===== src/rtl/uart_pkg.sv =====
// Shared UART definitions: receiver state encoding and baud divider derivation.
package uart_pkg;

  typedef enum logic [2:0] {
    IDLE,
    START,
    DATA,
    STOP,
    WAIT_HIGH
  } rx_state_e;

  localparam int MIN_DIV = 4;

  function automatic int calc_div(input int clk_freq_hz, input int baud_rate);
    return clk_freq_hz / baud_rate;
  endfunction

  function automatic int calc_half(input int div);
    return div / 2;
  endfunction

endpackage


===== src/rtl/sync2.sv =====
// Two-flop synchronizer for a single asynchronous input bit.
module sync2 #(
  parameter logic RESET_VAL = 1'b1
) (
  input  logic clk,
  input  logic reset,
  input  logic d,
  output logic q
);

  logic meta;

  always_ff @(posedge clk) begin
    if (reset) begin
      meta <= RESET_VAL;
      q    <= RESET_VAL;
    end else begin
      meta <= d;
      q    <= meta;
    end
  end

endmodule


===== src/rtl/uart_rx.sv =====
// 8N1 UART receiver with a one-entry holding register, frame error pulse
// and sticky overrun flag.
module uart_rx
  import uart_pkg::*;
#(
  parameter int CLK_FREQ_HZ = 12000000,
  parameter int BAUD_RATE   = 115200
) (
  input  logic       clk,
  input  logic       reset,
  input  logic       rxd,
  output logic [7:0] rx_data,
  output logic       rx_valid,
  input  logic       rx_ready,
  output logic       frame_err,
  output logic       overrun,
  output logic       busy
);

  localparam int DIV   = calc_div(CLK_FREQ_HZ, BAUD_RATE);
  localparam int HALF  = calc_half(DIV);
  localparam int CNT_W = $clog2(DIV);

  if (DIV < MIN_DIV) begin : g_div_too_small
    $error("uart_rx: CLK_FREQ_HZ/BAUD_RATE must be at least 4");
  end

  localparam logic [CNT_W-1:0] HALF_LOAD = CNT_W'(HALF - 1);
  localparam logic [CNT_W-1:0] BIT_LOAD  = CNT_W'(DIV - 1);

  logic             rxs;
  rx_state_e        state, state_next;
  logic [CNT_W-1:0] cnt, cnt_next;
  logic [2:0]       bit_idx, bit_idx_next;
  logic [7:0]       shreg;
  logic             sample, shift_en, deliver, stop_bad;
  logic             handshake, accept;

  sync2 #(.RESET_VAL(1'b1)) u_sync (
    .clk   (clk),
    .reset (reset),
    .d     (rxd),
    .q     (rxs)
  );

  assign sample    = (cnt == '0);
  assign handshake = rx_valid & rx_ready;
  assign accept    = deliver & (~rx_valid | rx_ready);
  assign busy      = (state != IDLE);

  always_ff @(posedge clk) begin
    if (reset) begin
      state   <= IDLE;
      cnt     <= '0;
      bit_idx <= '0;
    end else begin
      state   <= state_next;
      cnt     <= cnt_next;
      bit_idx <= bit_idx_next;
    end
  end

  // Every sampling state counts down to a mid-bit sample, then reloads a full bit time.
  always_comb begin
    state_next   = state;
    cnt_next     = cnt;
    bit_idx_next = bit_idx;
    shift_en     = 1'b0;
    deliver      = 1'b0;
    stop_bad     = 1'b0;
    case (state)
      IDLE: begin
        if (!rxs) begin
          state_next = START;
          cnt_next   = HALF_LOAD;
        end
      end
      START: begin
        if (sample) begin
          cnt_next = BIT_LOAD;
          if (rxs) begin
            state_next = IDLE;
          end else begin
            state_next   = DATA;
            bit_idx_next = '0;
          end
        end else begin
          cnt_next = cnt - CNT_W'(1);
        end
      end
      DATA: begin
        if (sample) begin
          cnt_next     = BIT_LOAD;
          shift_en     = 1'b1;
          bit_idx_next = bit_idx + 3'd1;
          if (bit_idx == 3'd7) begin
            state_next = STOP;
          end
        end else begin
          cnt_next = cnt - CNT_W'(1);
        end
      end
      STOP: begin
        if (sample) begin
          cnt_next = BIT_LOAD;
          if (rxs) begin
            deliver    = 1'b1;
            state_next = IDLE;
          end else begin
            stop_bad   = 1'b1;
            state_next = WAIT_HIGH;
          end
        end else begin
          cnt_next = cnt - CNT_W'(1);
        end
      end
      WAIT_HIGH: begin
        if (rxs) begin
          state_next = IDLE;
        end
      end
      default: state_next = IDLE;
    endcase
  end

  // A delivery coinciding with a handshake refills the register and wins over overrun.
  always_ff @(posedge clk) begin
    if (reset) begin
      shreg     <= '0;
      rx_data   <= '0;
      rx_valid  <= 1'b0;
      frame_err <= 1'b0;
      overrun   <= 1'b0;
    end else begin
      if (shift_en) begin
        shreg[bit_idx] <= rxs;
      end
      frame_err <= stop_bad;
      if (accept) begin
        rx_data  <= shreg;
        rx_valid <= 1'b1;
      end else if (handshake) begin
        rx_valid <= 1'b0;
      end
      if (handshake) begin
        overrun <= 1'b0;
      end else if (deliver && !accept) begin
        overrun <= 1'b1;
      end
    end
  end

endmodule

===== config.mk =====
export PLATFORM = sky130hd
export DESIGN_NAME = uart_rx
export DESIGN_NICKNAME = d
export VERILOG_FILES = /design/src/rtl/uart_pkg.sv /design/src/rtl/sync2.sv /design/src/rtl/uart_rx.sv
export SDC_FILE = /design/constraint.sdc
export NUM_CORES = 1
export LEC_CHECK = 0
export ABC_AREA = 1
export CAP_MARGIN = 20
export CORE_AREA = 8 8 67 69
export DETAILED_ROUTE_END_ITERATION = 16
export DIE_AREA = 0 0 75 77
export GPL_TIMING_DRIVEN = 0
export HOLD_SLACK_MARGIN = 0.05
export PLACE_DENSITY = 0.79
export SYNTH_ARGS = -nofsm -noshare
export SYNTH_HDL_FRONTEND = slang
export SYNTH_SLANG_ARGS = --single-unit

===== constraint.sdc =====
create_clock -name clk -period 1.66 [get_ports clk]
set_input_delay 0.166 -clock clk [delete_from_list [all_inputs] [get_ports clk]]
set_output_delay 0.166 -clock clk [all_outputs]
set_load 0.02 [all_outputs]

* Word level (Yosys, flattened, before mapping)
Index checks and enable logic that the tools add are counted.
** Word-level totals
- Register bits after elaboration :: 34
- Output and inout port bits :: 12
- Word-level logic and storage cells :: 74
** Cells by class
- $add $sub $neg :: 2
- $lt $le $gt $ge :: 2
- Equal/unequal tests :: 12
- Multiplexer cells :: 27
- Bitwise logic cells :: 6
- Reductions and logical operators :: 15
** Operator list (number)
- $mux W3 :: 10
- $pmux W3 S5 :: 1
- $mux W7 :: 2
- $pmux W7 S2 :: 1
- $ne A2 B2 Y1 const B :: 6
- $mux W1 :: 9
- $bwmux W8 :: 1
- $logic_not A7 Y1 :: 1
- $sub A7 B1 Y7 const B :: 1
- $eq A3 B2 Y1 const B :: 2
- $eq A3 B3 Y1 const B :: 2
- $pmux W3 S2 :: 1
- $reduce_and A6 Y1 :: 1
- $reduce_bool A2 Y1 :: 3
- $reduce_or A3 Y1 :: 2
- $lt A3 B4 Y1 const B :: 1
- $reduce_and A4 Y1 :: 1
- $add A3 B1 Y3 const B :: 1
- $demux W1 S3 :: 1
- $eq A3 B1 Y1 const B :: 1
- $ge A3 B1 Y1 const B :: 1
- $logic_not A3 Y1 :: 1
- $not A1 Y1 :: 3
- $reduce_bool A3 Y1 :: 1
- other kinds (8) :: 10

* Logic depth before layout (Yosys ltp)
- Depth in word-level cells :: 6
- Mapped depth :: 11

* Cells and area by module
From an unflattened synthesis, not the netlist that was laid out.
** Second synthesis, totals
- Cells, all modules :: 239
- Area total of the unflattened synthesis :: 1686.6 sq um
** Modules (own cells, without submodules)
- uart_rx :: times used 1, cells an instance 232, area each 1627.8 sq um
- sync2 :: times used 1, cells an instance 7, area each 58.8 sq um

* Worst setup path before layout
OpenSTA, ideal clock, no wires.
- Path kind :: register to register
- From :: register cnt[0]
- To :: register rx_data[0]
- Library setup time :: 0.113 ns
- Arrival :: 1.280 ns
- Data required time :: 1.547 ns
- Path slack :: 0.267 ns
- Stages on the path, launching flop included :: 11
- Period minus slack after synthesis :: 1.393 ns
- Cell sequence :: dfxtp_1 -> inv_1 -> ha_1 -> inv_1 -> nor2_1 -> nand3_4 -> clkinv_2 -> nand3_4 -> buf_6 -> nor2_1 -> nor2_1
** On the way
- Longest elaborated chain between the ends :: 4
** Ends and longest elaborated chain
- start: declaration :: RTL line uart_rx.sv:33 : logic [CNT_W-1:0] cnt, cnt_next;
- start signal: assignment :: RTL line uart_rx.sv:58 : cnt <= cnt_next;
- $logic_not A7 Y1 :: RTL line uart_rx.sv:46 : assign sample = (cnt == '0);
- $mux W1 :: RTL line uart_rx.sv:104 : if (sample) begin
- $mux W1 :: RTL line uart_rx.sv:71 : case (state)
- $and A1 B1 Y1 :: RTL line uart_rx.sv:48 : assign accept = deliver & (~rx_valid | rx_ready);
- end signal: assignment :: RTL line uart_rx.sv:140 : rx_data <= shreg;
- end: declaration :: RTL line uart_rx.sv:12 : output logic [7:0] rx_data,
No other way between the ends.
A chain may end at the register's enable or synchronous reset.

* Worst setup path in the final report
- From :: register cnt[0]
- To :: register rx_data[5]
Same word-level chain as after synthesis.

==> flow_summary.json <==
{
  "area_growth_pct": 17.8,
  "grt_overflow": 0,
  "grt_pass1_wl_um": 5880,
  "max_slew_margin_pct": 65.4,
  "vias_per_cell": 4.77,
  "cp-end-kind": "flop",
  "ys_warn_count": 0,
  "final_net_count": 273,
  "coreArea_um2": 3500,
  "worstPathArrival_ns": 1.82,
  "clock_path_buffers": 2,
  "finalMaxSlewViolations": 0,
  "use_met1_pct": 15.3,
  "diodes": 0,
  "drive_gt1_share_pct": 10.9,
  "ys_ff_latch": 34,
  "syn_inst": 242,
  "synth_fp_nets": 250,
  "final_common_cell": "nand2_1",
  "grt_most_used_layer": "met2",
  "drv_cap": 0,
  "grt.total_usage_pct": 12.7,
  "placedCellCount": 304,
  "cts-buffers-inserted": 5,
  "dr_total_vias": 1499,
  "antenna_left": 0,
  "drt_iter0_markers": 120,
  "tightest_slew_ns": 0.519,
  "post-dp-hpwl_um": 2460,
  "htree_levels": 2,
  "synth_ff_type": "dfxtp_1",
  "setup-tns-final_ns": 0,
  "final_cell_mix": "nand2_1 (62), nor2_1 (39), dfxtp_1 (33), inv_1 (31), a21oi_1 (20)",
  "leakage_uw": 0.000880,
  "grt_max_degree": 11,
  "path_class": "flop to flop",
  "irDropWorstVdd_mv": 0.627,
  "crit_path_start_kind": "flop",
  "p_per_area_nw_per_um2": 1050,
  "wl_um": 3330,
  "grt_use_met2_pct": 20.3,
  "die_w_um": 75,
  "hold_violations": 0,
  "dieHeight_um": 77,
  "cts_tree": "yes",
  "setup_viol": 0,
  "first_global_vias": 1366,
  "dr.pass1.iters": 4,
  "drc_errors": 0,
  "detail_route.wl_per_cell_um": 10.6,
  "stdcell_count": 314,
  "nFillCells": 363,
  "syn_avg_cell_area_um2": 6.81,
  "grtUsageMet3_pct": 3.90,
  "min_period_over_period_pct": 93.2,
  "antenna_found_initial": 0,
  "cts_hold_buffers": 0,
  "die-area_um2": 5780,
  "fin_skew_ns": 0.0146,
  "postSynth.asyncResetShare_pct": 0,
  "syn_area_um2": 1650,
  "fin_crit_ns": 1.55,
  "seq_area_frac_synth_pct": 41.3,
  "critPathMaxFanout": 8,
  "required_ns": 1.93,
  "rsz0062_at_grt": "false",
  "r2r_cells": 11,
  "min_delay_path_depth": 2,
  "clock_latency_ns": 0.33,
  "synth_edf_count": 0,
  "cts_root_buf": "clkbuf_4",
  "synth_cell_type_count": 25,
  "io_pins": 16,
  "io_buffers": 14,
  "finalWeightedCongestion": 0.840,
  "ff2ff_setup_slack_ns": 0.11,
  "rows": 22,
  "fmax_mhz": 646,
  "outcome": "complete, no violations",
  "initial_core_util_pct": 47.2,
  "cts_sinks": 34,
  "path_clk_slew_ns": 0.09,
  "hold_class": "input port to flop"
}
-- path summary, 6_finish.rpt --
check,startpoint,end
setup / recovery,cnt[0],rx_data[5]
hold reg to reg,u_sync.meta,u_sync.q
hold / removal,reset,shreg[2]
setup reg to reg,cnt[0],rx_data[5]
-- through the flow --
stage	hold slack, ns	util (%)	worst slack [ns]	cell area [um2]	total power (uW)
4_1_cts	0.241	54.6	0.0679	1910	2000
2_1_floorplan	0.270	-	0.267	1650	1400
6_report	0.246	55.5	0.112	1940	2030
5_1_grt	0.271	55.5	0.00209	1940	2180
3_5_place_dp	0.398	52.9	0.0790	1850	1530
3_3_place_gp	0.393	52.9	0.102	1850	1510
-- synth_stat cells, types with 2 or more instances --
cell      instances  area share [%]
nand2_1          62              14
nor2_1           40             9.1
dfxtp_1          34              41
inv_1            33             7.5
a21oi_1          20             6.1
nand3_1          16             4.9
ha_1              4             3.0
nand4_1           4             1.5
o21ai_0           4             1.2
clkbuf_1          3            0.68
nor2_2            3             1.1
or2_2             3             1.1
buf_4             2            0.91
nand3_4           2             2.1
xor2_1            2             1.1
-- flip-flops by register name (all words and copies together), names as in the netlist --
register / cells
overrun: 1
cnt: 7
state: 3
rx_data: 8
u_sync.meta: 1
frame_err: 1
shreg: 8
bit_idx: 3
rx_valid: 1
u_sync.q: 1
-- per-layer routing --
layer,routed length (um),vias up
met3,152,5
met2,1550,28
met5,0,-
li1,-,799
met1,1580,667
met4,49,0
-- critical path, stage by stage, from the launching register on --
cell and delay, ns:
dfxtp_2 0.34, inv_2 0.06, ha_1 0.14, inv_1 0.04, nor2_2 0.12, nand3_4 0.18
inv_4 0.13, nand3_4 0.12, buf_6 0.17, nand2_1 0.05, nand2_1 0.04, nor2_1 0.09
-- where the power goes --
group / total, uW / switching [uW] / leakage, uW / internal (uW)
sequential: 945 / 69.3 / 0.000276 / 876
clock: 465 / 259 / 0.0000353 / 205
combinational: 622 / 396 / 0.000568 / 226
-- what timing repair did --
item,4_1_cts,5_1_grt
cloned,0,1
endpoints found under the setup margin,1,21
buffers inserted,0,1
resized for setup,1,9
pin swaps,0,1
-- layout make-up --
class                           count  area [um2]  share of cell area, %
Buffer                              7        42.5                   2.19
Multi-Input combinational cell    166         806                   41.5
Tap cell                           48        60.1                   3.09
Clock inverter                      1        5.00                  0.258
Clock buffer                        7        55.1                   2.84
Inverter                           35         134                   6.89
Sequential cell                    34         682                   35.1
Timing Repair Buffer               16         158                   8.12
-- cell families after synthesis --
kind of cell / Yosys count / synth area share, %
XOR/XNOR: 2 / 1.06
AND/OR/NAND/NOR: 134 / 36.0
adder cells (fa/ha/maj): 4 / 3.04
AO/OA/AOI/OAI: 26 / 7.97
buffers and inverters: 42 / 10.6
flip-flops: 34 / 41.3
No activity file was read; power rests on OpenSTA's default activity.
